<file path="src/rtl/adc_parallel_responder.sv">
// Emulates an 8-bit parallel-output ADC (CONVST/CS/RD/BUSY/D) sampling a digital source.
// Optional sticky overrun flag OVR is built when ADC_RESP_OVERRUN_EN is defined.
module adc_parallel_responder #(
   parameter int DATA_W      = 8,
   parameter int CONV_CYCLES = 16
) (
   input  logic              Clk,
   input  logic              Rst,
   input  logic              CONVST,
   input  logic              CS,
   input  logic              RD,
   input  logic [DATA_W-1:0] sample_in,
   output logic [DATA_W-1:0] D,
   output logic              D_OE,
   output logic              BUSY,
   output logic              DRDY
`ifdef ADC_RESP_OVERRUN_EN
   ,
   output logic              OVR
`endif
);

   typedef enum logic [1:0] {
      ST_IDLE    = 2'd0,
      ST_CONVERT = 2'd1,
      ST_READY   = 2'd2
   } state_t;

   localparam logic [7:0] CNT_INIT = 8'(CONV_CYCLES - 1);

   state_t              state_r, state_s;
   logic [7:0]          cnt_r, cnt_s;
   logic [DATA_W-1:0]   hold_r, hold_s;
   logic [DATA_W-1:0]   result_r, result_s;
   logic [DATA_W-1:0]   d_r, d_s;
   logic                busy_r, busy_s;
   logic                drdy_r, drdy_s;
   logic                d_oe_r;
   logic                convst_q_r, rd_q_r;
   logic                start_s, rd_rise_s, rd_act_s;

   assign start_s   = convst_q_r & ~CONVST;
   assign rd_rise_s = ~rd_q_r & RD;
   assign rd_act_s  = ~CS & ~RD;

   // Next-state logic for the conversion FSM and the read-data path.
   always_comb begin
      state_s  = state_r;
      cnt_s    = cnt_r;
      hold_s   = hold_r;
      result_s = result_r;
      busy_s   = busy_r;
      drdy_s   = drdy_r;
      case (state_r)
         ST_IDLE: begin
            if (start_s) begin
               hold_s  = sample_in;
               cnt_s   = CNT_INIT;
               busy_s  = 1'b1;
               state_s = ST_CONVERT;
            end else begin
               state_s = ST_IDLE;
            end
         end
         ST_CONVERT: begin
            // A start seen here is ignored; the running conversion is never restarted.
            if (cnt_r == 8'd0) begin
               result_s = hold_r;
               busy_s   = 1'b0;
               drdy_s   = 1'b1;
               state_s  = ST_READY;
            end else begin
               cnt_s = cnt_r - 8'd1;
            end
         end
         ST_READY: begin
            if (start_s) begin
               hold_s  = sample_in;
               cnt_s   = CNT_INIT;
               busy_s  = 1'b1;
               state_s = ST_CONVERT;
            end else if (rd_rise_s && !CS) begin
               drdy_s  = 1'b0;
               state_s = ST_IDLE;
            end else begin
               state_s = ST_READY;
            end
         end
         default: begin
            state_s = ST_IDLE;
            busy_s  = 1'b0;
            cnt_s   = 8'd0;
         end
      endcase
      if (rd_act_s) begin
         d_s = result_r;
      end else begin
         d_s = d_r;
      end
   end

   // State, counter, data and strobe-history registers.
   always_ff @(posedge Clk or negedge Rst) begin
      if (!Rst) begin
         state_r    <= ST_IDLE;
         cnt_r      <= 8'd0;
         hold_r     <= {DATA_W{1'b0}};
         result_r   <= {DATA_W{1'b0}};
         d_r        <= {DATA_W{1'b0}};
         d_oe_r     <= 1'b0;
         busy_r     <= 1'b0;
         drdy_r     <= 1'b0;
         convst_q_r <= 1'b1;
         rd_q_r     <= 1'b1;
      end else begin
         state_r    <= state_s;
         cnt_r      <= cnt_s;
         hold_r     <= hold_s;
         result_r   <= result_s;
         d_r        <= d_s;
         d_oe_r     <= rd_act_s;
         busy_r     <= busy_s;
         drdy_r     <= drdy_s;
         convst_q_r <= CONVST;
         rd_q_r     <= RD;
      end
   end

   assign D    = d_r;
   assign D_OE = d_oe_r;
   assign BUSY = busy_r;
   assign DRDY = drdy_r;

`ifdef ADC_RESP_OVERRUN_EN
   logic ovr_r, ovr_evt_s;

   // Overrun: start during a conversion, or a completion that overwrites an unread result.
   always_comb begin
      if (state_r == ST_CONVERT) begin
         ovr_evt_s = start_s | ((cnt_r == 8'd0) & drdy_r);
      end else begin
         ovr_evt_s = 1'b0;
      end
   end

   // Sticky overrun flag, cleared only by reset.
   always_ff @(posedge Clk or negedge Rst) begin
      if (!Rst) begin
         ovr_r <= 1'b0;
      end else begin
         ovr_r <= ovr_r | ovr_evt_s;
      end
   end

   assign OVR = ovr_r;
`endif

endmodule

</file>
<file path="config.mk">
export PLATFORM = sky130hd
export DESIGN_NAME = adc_parallel_responder
export DESIGN_NICKNAME = d
export VERILOG_FILES = /design/src/rtl/adc_parallel_responder.sv
export SDC_FILE = /design/constraint.sdc
export NUM_CORES = 1
export LEC_CHECK = 0
export ABC_CLOCK_PERIOD_IN_PS = 2050
export CAP_MARGIN = 20
export CORE_ASPECT_RATIO = 0.9
export CORE_MARGIN = 3
export CORE_UTILIZATION = 40
export CTS_CLUSTER_DIAMETER = 200
export CTS_CLUSTER_SIZE = 8
export DETAILED_ROUTE_END_ITERATION = 16
export GPL_ROUTABILITY_DRIVEN = 1
export GPL_TIMING_DRIVEN = 0
export PLACE_DENSITY = 0.65
export SYNTH_ARGS = -nofsm -noshare
export SYNTH_HDL_FRONTEND = slang
export SYNTH_SLANG_ARGS = --single-unit
</file>
<file path="constraint.sdc">
create_clock -name Clk -period 2.05 [get_ports Clk]
set_clock_uncertainty 0.05 [all_clocks]
set_input_delay 0.205 -clock Clk [delete_from_list [all_inputs] [get_ports Clk]]
set_output_delay 0.205 -clock Clk [all_outputs]
set_load 0.05 [all_outputs]
</file>
Yosys cells after proc, flatten, opt, wreduce, memory -nomap -nowiden
Cells that the tools add are included.
W data, S select, Z words.
{"block": "word_totals", "regBits": 39, "in_bits": 13, "output_inout_bits": 11}
{"block": "classes", "n_addsub": 1, "eq_ne": 7, "mux": 15, "bitwise_logic": 7, "n_reduce_logical": 11}
{"cell": "$mux W8", "count": 2}
{"cell": "$pmux W8 S2", "count": 1}
{"cell": "$logic_not A8 Y1", "count": 1}
{"cell": "$ne A2 B2 Y1 const B", "count": 4}
{"cell": "$reduce_and A2 Y1", "count": 4}
{"cell": "$sub A8 B1 Y8 const B", "count": 1}
{"cell": "$mux W1", "count": 6}
{"cell": "$mux W2", "count": 3}
{"cell": "$pmux W2 S3", "count": 1}
{"cell": "$not A1 Y1", "count": 4}
{"cell": "$pmux W1 S2", "count": 2}
{"cell": "$reduce_and A4 Y1", "count": 1}
{"cell": "$and A1 B1 Y1", "count": 3}
{"cell": "$eq A2 B1 Y1 const B", "count": 1}
{"cell": "$eq A2 B2 Y1 const B", "count": 1}
{"cell": "$logic_not A2 Y1", "count": 1}
{"cell": "$ne A2 B1 Y1 const B", "count": 1}
{"cell": "$reduce_bool A2 Y1", "count": 1}
{"cell": "$reduce_or A2 Y1", "count": 1}
{"cell": "$logic_and A1 B1 Y1", "count": 1}
{"cell": "$logic_not A1 Y1", "count": 1}

Longest topological paths before layout
Gate-level depths: netlist of the first run.
{"block": "depth", "depth_word": 6, "depth_mapped": 7, "depth_no_buf": 6}

Worst setup path before layout of the first run
OpenSTA, ideal clock, no wires.
{"block": "synth_timing", "path_kind": "flip-flop to flip-flop", "from": "reg cnt_r[0]", "to": "reg cnt_r[1]", "setup_ns": 0.121, "arrival_time_ns": 1.426, "t_required_ns": 1.879, "slack_ns": 0.453, "stages_incl_launch_ff": 7, "path_buffers": 0, "synth_period_minus_slack_ns": 1.597, "cell_sequence": "dfrtp_1 inv_1 ha_1 nor4b_4 nor3b_4 nor2_1 o22a_1"}
{"block": "synth_between", "elab_chain_cells": 3}
{"item": "from (decl)", "line_no": "32", "rtl": "logic [7:0] cnt_r, cnt_s;"}
{"item": "from (signal assigned)", "line_no": "117", "rtl": "cnt_r <= cnt_s;"}
{"item": "$sub A8 B1 Y8 / $logic_not A8 Y1 (equally long branches)", "line_no": "73, 67"}
{"item": "$mux W8 / $ne A2 B2 Y1 (equally long branches)"}
{"item": "$pmux W8 S2 / $reduce_and A2 Y1 (equally long branches)"}
Parallel ways exist; a longest one is shown, timed or not. The select of a mux whose other input is x is not followed.
A chain may end at the register's enable or synchronous reset.

Worst setup path in the final report of the first run
{"block": "layout_timing", "from": "reg cnt_r[0]", "to": "reg cnt_r[3]"}
Same word-level chain as after synthesis.

==> results of run 1 <==
-- per-stage QoR --
step	util	setup WS (ns)	hold WS [ns]	cell area, um2	setup TNS, ns
6_report	0.530	0.220	-0.0290	2080	0
5_1_grt	0.530	0.0776	0.0321	2080	0
4_1_cts	0.530	0.213	0.00693	2080	0
3_5_place_dp	0.508	0.0971	0.317	1990	0
3_3_place_gp	0.509	-0.171	0.397	1990	-6.27
2_1_floorplan	-	0.453	-0.141	1710	0
-- cell usage in the layout (no fill, tap or decap), types with 2 or more instances in the layout --
| cell type | instances |
|---|---|
| dfrtp_1 | 37 |
| nand2_1 | 30 |
| clkdlybuf4s50_1 | 22 |
| mux2_2 | 16 |
| clkbuf_8 | 6 |
| inv_1 | 5 |
| nand2b_1 | 5 |
| o21ai_0 | 5 |
| a21oi_1 | 5 |
| nor2_1 | 4 |
| or3_4 | 2 |
| nor4_1 | 2 |
| mux2i_1 | 2 |
| nor3_1 | 2 |
| buf_2 | 2 |
| a21o_1 | 2 |
| o21a_1 | 2 |
| a211oi_1 | 2 |
| ha_1 | 2 |
| dfstp_2 | 2 |
-- sequential cells by signal (all words and copies together) (netlist names) --
name        flops
result_r        8
state_r         2
convst_q_r      1
rd_q_r          1
D_OE            1
D               8
cnt_r           8
hold_r          8
DRDY            1
BUSY            1
-- worst paths after layout --
check	startpoint	endpoint	slack [ns]	cells after the start
min in group Clk	RD	rd_q_r	0.32	1
max in group asynchronous	Rst	cnt_r[1]	1.45	1
min reg2reg	hold_r[4]	result_r[4]	0.42	2
min	Rst	hold_r[0]	-0.03	1
max	cnt_r[0]	cnt_r[3]	0.22	6
max reg2reg	cnt_r[0]	cnt_r[3]	0.22	6
-- report_power, final --
group	internal (uW)	switching, uW	total, uW
logic	455	604	1060
registers	1060	208	1260
clock network	264	248	512
total	1770	1060	2830
-- area by class of cell --
| cell class | count | area, um2 | area share |
|---|---|---|---|
| Buffer | 3 | 16.3 | 0.00784 |
| Clock buffer | 6 | 82.6 | 0.0398 |
| Tap cell | 46 | 57.6 | 0.0277 |
| Clock inverter | 1 | 5.00 | 0.00241 |
| Timing Repair Buffer | 23 | 225 | 0.108 |
| Inverter | 5 | 18.8 | 0.00904 |
| Sequential cell | 39 | 978 | 0.471 |
| Multi-Input combinational cell | 98 | 692 | 0.333 |
-- cell families after synthesis --
kind of cell    Yosys count
mux                      18
simple gates             56
flops                    39
compound gates           21
fa+ha+maj                 2
xor+xnor                  1
buf+inv                   8
-- routing by layer --
| metal | global-route usage | routed length [um] | vias to the layer above |
|---|---|---|---|
| met5 | 0 | 0 | - |
| met4 | 0.0578 | 42 | 0 |
| met3 | 0.0426 | 185 | 4 |
| met2 | 0.221 | 1470 | 32 |
| met1 | 0.188 | 1550 | 545 |
| li1 | - | - | 554 |
-- worst max-delay path, delay by kind of cell (launching register included) --
kind / cells / cell delay (ns)
compound gates: 1 / 0.06
simple gates: 2 / 0.63
buf+inv: 2 / 0.37
flops: 1 / 0.41
fa+ha+maj: 1 / 0.17
==> results_dict.tcl, run 1 <==
set metrics [dict create \
    critPathArrivalTime_ns 1.93 \
    drive_gt1_frac 0.200 \
    avgSynthCellArea_um2 11.8 \
    dieHeight_um 67.9 \
    place_congestion 0.801 \
    dpl.hpwl_um 2350 \
    hp-class "in -> async" \
    violations "hold timing" \
    yosysTopAreaCellShare 0.543 \
    ys_top_cells_by_count "dfrtp_1 (37), nand2_1 (30), mux2_2 (16)" \
    wl_um 3250 \
    slew_headroom 0.438 \
    cts.sinks 39 \
    ys_top_cells_by_area "dfrtp_1 (54%), mux2_2 (11%), nand2_1 (6.6%), dfstp_2 (3.1%), nand2b_1 (1.8%)" \
    tritoncts "built" \
    finalHoldViolCount 37 \
    synth.largest_area_cell "dfrtp_1" \
    fillers 344 \
    antenna_cells 0 \
    synthCells 145 \
    ant_nets 0 \
    p_leak_uw 0.000945 \
    outcome "finished, violations left" \
    synth_most_common_cell "dfrtp_1" \
    muxShareOfSynthArea 0.117 \
    cts-resized-gates 0 \
    synth-xor-area-share 0.00514 \
    p_per_area_nw_per_um2 1370 \
    nets 190 \
    synth_top_family_by_area "simple AND/OR/NAND/NOR gates" \
    cp-end-kind "register" \
    syn_nets 160 \
    path_max_fanout 10 \
    syn-cell-area_um2 1710 \
    ys_types 37 \
    antenna_found_initial 0 \
    dp_cells 214 \
    cts_inserted_buffers 5 \
    crit_path_top_delay_cell "dfrtp_1" \
    finalSetupViolations 0 \
    first_pass_iters 4 \
    wl_per_cell_um 14.7 \
    track_usage 0.143 \
    rsz0062_at_grt "false" \
    period_needed_ns 1.83 \
    ir_worst_vdd_mv 0.581 \
    die_area_um2 5080 \
    drt_iter0_markers 70 \
    maxSlewViolCount 0 \
    cap_violations 0 \
    path_cells "inv_1, ha_1, nor4b_4, nor3b_4, buf_4, a211oi_1" \
    synthSimpleGateAreaFrac 0.180 \
    worst_pin_slew_ns 0.844 \
    yosys_warnings 0 \
    ys_seq_area_frac 0.574 \
    cp_slowest_stage_delay_ns 0.41 \
    die_w_um 74.8 \
    grt_pass1_vias 1193 \
    rows 21 \
    clock_latency_ns 0.28 \
    layout.cells.non_filler 221 \
    clk_pin_slew_ns 0.07 \
    drc 0 \
    grt_pass1_wl_um 5460 \
    worst_setup_path_start_kind "register" \
    cts-root-buf "clkbuf_8" \
    crit_required_ns 2.15 \
    port_buffers 23 \
    grt_overflow 0 \
    max_freq_ghz 0.546 \
    grt_max_degree 40 \
    fin_crit_sh 0.893 \
    synth_compound_area_frac 0.0880 \
    cts_setup_buffers 0 \
    hold_ws_ns -0.0290 \
    worstSetupPathType "reg -> reg" \
    synth_edf_count 0 \
    cts_htree_levels 2 \
    async_flop_share 1.00 \
    cts-hold-fix-buffers 0 \
    synth-seq-cells 39 \
    io_pins 24 \
    vias 1135 \
    synthFlopType "dfrtp_1" \
    via_per_inst 5.14 \
    area_delta_synth_final_pct 21.7 \
    core_area_um2 3920 \
    synth_fa_ha_area_frac 0.0147 \
    clockBufferDepth 2 \
    finalPower_uw 2830 \
    initial_core_util 0.436 \
]
Note: power is estimated with default switching activity, not from simulation.
==> inputs of run 2 (changes only) <==
- CAP_MARGIN: 20 -> not set
- SKIP_LAST_GASP: not set -> 1
==> results of run 2 <==
No change in the layout: final DEF, timing and power equal those of run 1.
==> inputs of run 3 (changes only) <==
- ABC_CLOCK_PERIOD_IN_PS: 2050 -> 1850
- clock period: 2.05 -> 1.85 ns (I/O delays scaled with it)
==> results_dict.tcl, run 3 (synthesis results as in run 1) <==
set metrics [dict create \
    antenna_found_initial 0 \
    cts_htree_levels 2 \
    final_common_cell "dfrtp_1" \
    hold_ws_ns 0.302 \
    place_area_um2 1990 \
    core_area_um2 3920 \
    ant_nets 0 \
    area_delta_synth_final_pct 24.0 \
    crit_family "simple AND/OR/NAND/NOR gates" \
    post-route-util 0.540 \
    p_seq_frac 0.440 \
    die_area_um2 5080 \
    worst_pin_slew_ns 0.851 \
    clk_pin_slew_ns 0.07 \
    vias 1156 \
    wl_per_cell_um 14.9 \
    fillers 343 \
    p_switching_uw 1190 \
    place_congestion 0.801 \
    crit_required_ns 1.98 \
    wl_um 3340 \
    track_usage 0.143 \
    hp-class "in -> reg" \
    grt_pass1_vias 1190 \
    grt_overflow 0 \
    first_pass_iters 4 \
    maxSlewViolCount 0 \
    cts.sinks 39 \
    final_cell_area_um2 2110 \
    netSwitchingFraction 0.376 \
    nets 193 \
    io_pins 24 \
    finalHoldViolCount 0 \
    grt_pass1_wl_um 5460 \
    clock_latency_ns 0.29 \
    drt_iter0_markers 77 \
    crit_path_top_delay_cell "dfrtp_1" \
    rows 21 \
    die_w_um 74.8 \
    layout.cells.non_filler 224 \
    p_leak_uw 0.000964 \
    finalSetupViolations 0 \
    cp_slowest_stage_delay_ns 0.42 \
    timing.final.ws_setup_ns 0.0350 \
    path_cells "inv_2, ha_1, nor4b_4, nor3b_4, nor2_1, o22a_1" \
    rsz0062_at_grt "true" \
    worstSetupPathType "reg -> reg" \
    crit_buf_inv 1 \
    slew_headroom 0.433 \
    clockBufferDepth 2 \
    worst_setup_path_start_kind "register" \
    cp-end-kind "register" \
    dpl.hpwl_um 2350 \
    power.clock.fraction 0.181 \
    cap_violations 0 \
    initial_core_util 0.436 \
    mostFrequentLayoutCells "dfrtp_1 (37), nand2_1 (30), clkdlybuf4s50_1 (22), mux2_2 (16), clkbuf_8 (6)" \
    critPathArrivalTime_ns 1.94 \
    p_comb_frac 0.379 \
    dp_cells 214 \
    grt_max_degree 40 \
    cts-root-buf "clkbuf_8" \
    path_max_fanout 5 \
    dieHeight_um 67.9 \
    p_per_area_nw_per_um2 1500 \
    p_int_uw 1990 \
    max_freq_ghz 0.551 \
    fin_crit_sh 0.981 \
    cts_inserted_buffers 5 \
    antenna_cells 0 \
    drc 0 \
    ir_worst_vdd_mv 0.654 \
    place_ws_ns -0.0829 \
    via_per_inst 5.16 \
    outcome "completed" \
    port_buffers 23 \
    period_needed_ns 1.82 \
    tritoncts "built" \
    drive_gt1_frac 0.225 \
]
==> run 3: area by class of cell <==
class | instances | area [um2] | share of cell area
Tap cell | 46 | 57.6 | 0.0272
Multi-Input combinational cell | 98 | 698 | 0.330
Inverter | 5 | 18.8 | 0.00888
Clock inverter | 1 | 5.00 | 0.00237
Sequential cell | 39 | 978 | 0.463
Clock buffer | 6 | 82.6 | 0.0391
Timing Repair Buffer | 26 | 250 | 0.118
Buffer | 3 | 23.8 | 0.0112
==> run 3: worst register-to-register path, delay by kind of cell (launching register included) <==
family	cells	cell delay, ns
flip-flops	1	0.42
AND/OR/NAND/NOR	3	0.76
adder cells (fa/ha/maj)	1	0.15
AO/OA/AOI/OAI	1	0.22
buffers and inverters	1	0.09
==> run 3: timing repair <==
item / 4_1_cts / 5_1_grt
endpoints found under the hold margin: 37 / 0
endpoints found under the setup margin: 0 / 15
hold buffers: 1 / 0
buffers inserted: 0 / 2
resized for setup: 0 / 7
==> run 3: final timing paths <==
path	startpoint	end	slack, ns	depth (start not counted)
max in group asynchronous	Rst	result_r[4]	0.73	2
worst min-delay path	CONVST	convst_q_r	0.30	1
worst min register to register	hold_r[4]	result_r[4]	0.42	2
worst max register to register	cnt_r[0]	cnt_r[1]	0.03	6
min in group asynchronous	Rst	hold_r[6]	0.49	2
worst max-delay path	cnt_r[0]	cnt_r[1]	0.03	6
==> run 3: layer usage <==
layer / GRT usage / share of wire
met1: 0.190 / 0.48
met2: 0.220 / 0.45
met3: 0.0426 / 0.058
met4: 0.0578 / 0.013
met5: 0 / 0
==> run 3: stage by stage <==
| step | TNS (ns) | total power [uW] |
|---|---|---|
| 5_1_grt | -0.0969 | 3380 |
| 3_3_place_gp | -13.42 | 2530 |
| 4_1_cts | 0 | 3190 |
| 3_5_place_dp | -0.634 | 2600 |
| 6_report | 0 | 3180 |
| 2_1_floorplan | 0 | 2230 |
==> run 3: power groups by stage <==
| stage | clock [uW] | combinational [uW] | sequential [uW] |
|---|---|---|---|
| 3_3_place_gp | 0 | 1140 | 1390 |
| 3_5_place_dp | 0 | 1190 | 1420 |
| 5_1_grt | 620 | 1320 | 1450 |
| 4_1_cts | 595 | 1190 | 1400 |
| 6_report | 575 | 1210 | 1400 |
| 2_1_floorplan | 0 | 595 | 1630 |
